### src/rtl/tdm_demux4.sv
// -----------------------------------------------------------------------------
// tdm_demux4
//
// Four-slot TDM demultiplexer. The block hunts for a frame marker (sync
// together with the slot-0 bit) and then captures slots 0-2 into shadow
// registers. On the slot-3 sample the whole frame is transferred to the
// out0-out3 lanes and valid pulses for one cycle. Framing errors (a missing
// sync at slot 0, or an early sync at slot 1-3) set a sticky err flag.
//
// Ports
//   clk          sole clock, rising edge
//   rst_n        asynchronous active-low reset
//   din          serial TDM data bit
//   sync         frame marker, high with the slot-0 bit
//   en           sample strobe; din/sync are only looked at when en=1
//   clr_err      synchronous clear of err (a same-cycle error wins)
//   out0..out3   registered lanes for slots 0..3, held between frames
//   valid        one-cycle pulse: out0..out3 were just updated
//   slot         index of the next slot to be sampled
//   locked       high while the FSM is in LOCKED
//   err          sticky framing-error flag
//   frame_cnt    8-bit wrapping count of valid pulses (optional)
//
// Optional feature: define TDM_DEMUX4_FRAME_CNT_EN to add the frame_cnt port.
// -----------------------------------------------------------------------------
module tdm_demux4 (
  input  logic       clk,
  input  logic       rst_n,
  input  logic       din,
  input  logic       sync,
  input  logic       en,
  input  logic       clr_err,
  output logic       out0,
  output logic       out1,
  output logic       out2,
  output logic       out3,
  output logic       valid,
  output logic [1:0] slot,
  output logic       locked,
  output logic       err
`ifdef TDM_DEMUX4_FRAME_CNT_EN
  ,
  output logic [7:0] frame_cnt
`endif
);

  typedef enum logic {
    HUNT   = 1'b0,
    LOCKED = 1'b1
  } state_t;

  state_t     state_reg;
  logic [1:0] slot_reg;
  logic [2:0] shadow_reg;
  logic [3:0] out_reg;
  logic       valid_reg;
  logic       err_reg;
  logic       err_set;
`ifdef TDM_DEMUX4_FRAME_CNT_EN
  logic [7:0] frame_cnt_reg;
`endif

  // A framing error is only possible on a sampled bit while locked:
  // sync must be present at slot 0 and absent at slots 1-3.
  always_comb begin
    err_set = 1'b0;
    if (en && (state_reg == LOCKED)) begin
      if (sync) err_set = (slot_reg != 2'd0);
      else      err_set = (slot_reg == 2'd0);
    end
  end

  always_ff @(posedge clk or negedge rst_n) begin
    if (!rst_n) begin
      state_reg     <= HUNT;
      slot_reg      <= 2'd0;
      shadow_reg    <= 3'b000;
      out_reg       <= 4'b0000;
      valid_reg     <= 1'b0;
      err_reg       <= 1'b0;
`ifdef TDM_DEMUX4_FRAME_CNT_EN
      frame_cnt_reg <= 8'd0;
`endif
    end else begin
      valid_reg <= 1'b0;

      // Set has priority over clear so a coincident error is never lost.
      if (err_set)      err_reg <= 1'b1;
      else if (clr_err) err_reg <= 1'b0;

      if (en) begin
        case (state_reg)
          HUNT: begin
            if (sync) begin
              shadow_reg[0] <= din;
              slot_reg      <= 2'd1;
              state_reg     <= LOCKED;
            end
          end
          LOCKED: begin
            if (sync) begin
              // Normal frame start at slot 0, or an early sync that restarts
              // the frame; stale shadow bits are overwritten before use.
              shadow_reg[0] <= din;
              slot_reg      <= 2'd1;
            end else if (slot_reg == 2'd0) begin
              // Missing sync: drop the bit and look for a marker again.
              state_reg <= HUNT;
              slot_reg  <= 2'd0;
            end else if (slot_reg == 2'd3) begin
              out_reg   <= {din, shadow_reg};
              valid_reg <= 1'b1;
              slot_reg  <= 2'd0;
`ifdef TDM_DEMUX4_FRAME_CNT_EN
              frame_cnt_reg <= frame_cnt_reg + 8'd1;
`endif
            end else begin
              case (slot_reg)
                2'd1:    shadow_reg[1] <= din;
                default: shadow_reg[2] <= din;
              endcase
              slot_reg <= slot_reg + 2'd1;
            end
          end
          default: state_reg <= HUNT;
        endcase
      end
    end
  end

  assign out0   = out_reg[0];
  assign out1   = out_reg[1];
  assign out2   = out_reg[2];
  assign out3   = out_reg[3];
  assign valid  = valid_reg;
  assign slot   = slot_reg;
  assign locked = (state_reg == LOCKED);
  assign err    = err_reg;
`ifdef TDM_DEMUX4_FRAME_CNT_EN
  assign frame_cnt = frame_cnt_reg;
`endif

endmodule

### config.mk
export PLATFORM = sky130hd
export DESIGN_NAME = tdm_demux4
export DESIGN_NICKNAME = d
export VERILOG_FILES = /design/src/rtl/tdm_demux4.sv
export SDC_FILE = /design/constraint.sdc
export NUM_CORES = 1
export LEC_CHECK = 0
export CORE_AREA = 2 2 39 41
export CTS_BUF_LIST = sky130_fd_sc_hd__clkbuf_8
export CTS_CLUSTER_DIAMETER = 150
export DETAILED_ROUTE_END_ITERATION = 10
export DIE_AREA = 0 0 41 43
export GPL_TIMING_DRIVEN = 0
export PLACE_DENSITY = 0.88
export SLEW_MARGIN = 30
export SYNTH_ARGS = -nofsm -noshare
export SYNTH_HDL_FRONTEND = slang
export SYNTH_SLANG_ARGS = --single-unit
### constraint.sdc
create_clock -name clk -period 1.65 [get_ports clk]
set_input_delay 0.165 -clock clk [delete_from_list [all_inputs] [get_ports clk]]
set_output_delay 0.165 -clock clk [all_outputs]
set_load 0.005 [all_outputs]
# Word-level counts from Yosys, hierarchy flattened
# Index checks and enable logic that the tools add are counted.
# Widths: inputs -> output; s select.
# classes
add_sub_neg	1
eq_ne	3
n_mux	19
bitwise_logic	5
reduce_logical	9
# ops
operator	count
$mux 1	13
$reduce_and 6->1	2
$mux 2	4
$not 1->1	5
$reduce_and 5->1	1
$pmux 2 s2	1
$reduce_and 2->1	2
$reduce_bool 2->1	2
$add 2x1->2 const B	1
$eq 2x1->1 const B	1
$eq 2x2->1 const B	1
$logic_not 2->1	1
$ne 2x2->1 const B	1
$pmux 1 s2	1
$logic_and 1x1->1	1
# totals
reg_bits	12
input_bits	6
output_inout_bits	9

# Longest topological paths before layout
# depth
depth_word	6
ltp_mapped	6
depth_no_buf	6

# Worst setup path before layout
# No wires, ideal clock.
# synth_path
kind	register to register
startpoint	reg slot_reg[0], in the netlist slot[0]
endpoint	reg shadow_reg[2]
arrival_time_ns	1.431
path_slack_ns	0.092
path_stages_with_launch	7
n_path_buf	0
path_cell_list	dfrtp_1 -> inv_1 -> ha_1 -> inv_1 -> ha_1 -> nor4b_4 -> mux2_1
# synth_via
elab_chain_len	3
# synth_lines
element	line_no	rtl
from (decl)	53	logic [1:0] slot_reg;
from (signal assigned)	122	slot_reg <= slot_reg + 2'd1;
$eq 2x1->1, or another cell as far along	118	case (slot_reg)
$not 1->1 (no source line)	--	
$reduce_and 6->1 (no source line) *	--	
to (signal assigned)	120	default: shadow_reg[2] <= din;
to (decl)	54	logic [2:0] shadow_reg;
# Mark *: on every way between the ends. The rest lies on a longest branch, timed or not.
# A chain may end at the register's enable or synchronous reset.

# Worst setup path after layout
# Same ends and word-level chain as after synthesis.

==> qor.csv <==
metric,value,unit
clk buf depth,2,
worst path bufs/invs,2,
critical path type,reg -> reg,
worst-skew pair later-pin latency,240,ps
die width,41,um
Fin Hold WS,155,ps
Hold Buf Count CTS,0,
Setup crit end kind,flip-flop,
Crit Path Max Fanout,6,
IO Port Bufs,13,
vias in the first global route,417,
CTS tree,done,
CP dominant cell by count,inv_1,
CP Cell Sequence,inv_1 -> ha_1 -> inv_1 -> ha_2 -> nor4b_4 -> mux2_4,
synthesized area,638,um2
Peak Freq,612,MHz
synthesized flop and latch total,12,
ranking of synthesized cells by area,"dfrtp_1, ha_1, mux2_1",
sequential cell area fraction in the yosys report,47.1,%
Syn Inst Count,51,
GR Util All Layers,18.0,%
area of the die,1760,um2
clock root cell,clkbuf_8,
Syn Nets,64,
count of pins over their slew limit,0,
first-pass detailed-route iteration total,5,
Layout area overhead,33.5,%
crit path max-delay cell type,dfrtp_2,
PwrDens,1590,nW/um2
clk slew on worst S/H paths,50,ps
required time of the critical path,1770,ps
library cells used by synthesis,20,
Fin. Hold Viols,0,
Core Rows,14,
Routed Antenna Nets,0,
final setup fails,0,
global-route wire length before repair,1970,um
initial antenna violation count,0,
wire length per cell,15.8,um
synthesized area per cell,12.5,um2
Slew headroom,64.2,%
worst-case clock skew,2.26,ps
startpoint type of the worst setup path,flip-flop,
Tcrit/Tclk final,99.0,%
Tmin final,1630,ps
I/O pin count,15,
setup TNS,0,ps
DRC Markers,0,
max-cap violation count,0,
worst endpoint data arrival time,1750,ps
CTS Sinks,12,
final net count,84,
Least-Margin Pin Slew,535,ps
DP HPWL,849,um
core area,1380,um2
Final Util,61.6,%
grt ovf,0,
Ys Warns,0,
Filler Cells Inserted,124,
routed vias/inst,5.20,
max FFs per register,4,
drt initial violations,9,
Hold Crit Class,in -> reg,
n_diodes,0,
layout cells sized above 1,20.3,%
status,"complete, no violations",
Synth top area share,47.1,%
via count,442,
largest net degree at the start of global routing,13,
CP top delay family,adder cells,
Die H,43,um
"Largest stage delay, worst path",400,ps
TritonCTS Buffers,3,
Pleak,0.393,nW
Synth area leader,dfrtp_1,
H-tree levels,1,
starting density of the core,46.1,%
GPL Wtd Cong,0.714,
Detailed Route WL,1340,um
worst vdd ir,625,uV
[synth_stat cells]
cell type	n
nand2_1	2
nor3_2	1
o21ai_0	1
a31oi_1	1
nand3b_1	1
nand2_4	1
ha_1	7
o2bb2ai_1	1
nand4_2	1
nor4b_4	1
nor2_1	1
nand3_1	2
nor3b_1	1
dfrtp_1	12
buf_4	1
o21ai_1	2
inv_1	5
a21oi_1	2
buf_6	1
mux2_1	7
[path summary, 6_finish.rpt]
path	start	end	slack [ps]	cells after the start
hold / removal	en	slot[1]$_DFFE_PN0P_	160	2
min in group asynchronous	rst_n	out_reg[1]$_DFFE_PN0P_	280	1
hold reg to reg	out_reg[1]$_DFFE_PN0P_	out_reg[1]$_DFFE_PN0P_	490	1
setup / recovery	slot[0]$_DFFE_PN0P_	shadow_reg[2]$_DFFE_PN0P_	20	6
max in group asynchronous	rst_n	slot[0]$_DFFE_PN0P_	990	1
setup reg to reg	slot[0]$_DFFE_PN0P_	shadow_reg[2]$_DFFE_PN0P_	20	6
[final cells by class]
type	count	area, um2	area share [%]
Buffer	2	18.8	2.20
Clock buffer	3	41.3	4.85
Inverter	5	18.8	2.20
Multi-Input combinational cell	32	307	36.0
Sequential cell	12	302	35.4
Tap cell	16	20.0	2.35
Timing Repair Buffer	15	145	17.0
[power breakdown]
group / internal [W] / total, W / switching (W)
clock: 0.000161 / 0.000265 / 0.000104
combinational: 0.000347 / 0.000607 / 0.000259
sequential: 0.000411 / 0.000480 / 0.0000686
[through the flow]
stage / setup slack, ps / std cells / cell area (um2) / total power [W]
2_1_floorplan: 91.8 / 51 / 638 / 0.000773
3_3_place_gp: -49.5 / 80 / 788 / 0.00100
3_5_place_dp: -82.9 / 80 / 788 / 0.00103
4_1_cts: 1.61 / 84 / 838 / 0.00133
5_1_grt: -39.3 / 85 / 852 / 0.00144
6_report: 16.3 / 85 / 852 / 0.00135
[kinds of logic (layout without fill, tap and decap cells)]
family	Yosys count	count (layout)	share of synthesized area, %
simple gates	11	11	14.7
mux	7	7	12.4
compound gates	7	7	6.27
flops	12	12	47.1
buf+inv	7	25	5.88
fa+ha+maj	7	7	13.7
[routing by layer]
| layer | vias up | track usage (%) | share of wire, % |
|---|---|---|---|
| met4 | 0 | 12.0 | 1.1 |
| met5 | - | 0 | 0 |
| met3 | 2 | 4.71 | 4.1 |
| li1 | 213 | - | - |
| met2 | 12 | 28.4 | 55 |
| met1 | 215 | 19.7 | 40 |
[worst register-to-register path, delay by kind of cell (launching register included)]
kind,cells,cell delay [ps]
and+or+nand+nor,1,210
muxes,1,320
DFF,1,400
buffers and inverters,2,160
adders and majority gates,2,420
[placed cells by master (no fill, tap or decap), drive strengths merged]
cell type	instances
a21oi	2
nor4b	1
ha	7
o2bb2ai	1
clkbuf	3
nor3	1
nand2	3
buf	4
mux2	7
clkdlybuf4s50	13
nand4	1
nand3	2
o21ai	3
nor3b	1
inv	5
nand3b	1
a31oi	1
dfrtp	12
nor2	1
[repair_timing]
| action | CTS | global route |
|---|---|---|
| resized for setup | 1 | 2 |
| setup endpoints to repair | 5 | 5 |
| buffers inserted | 1 | 1 |
No activity file was read; power rests on OpenSTA's default activity.
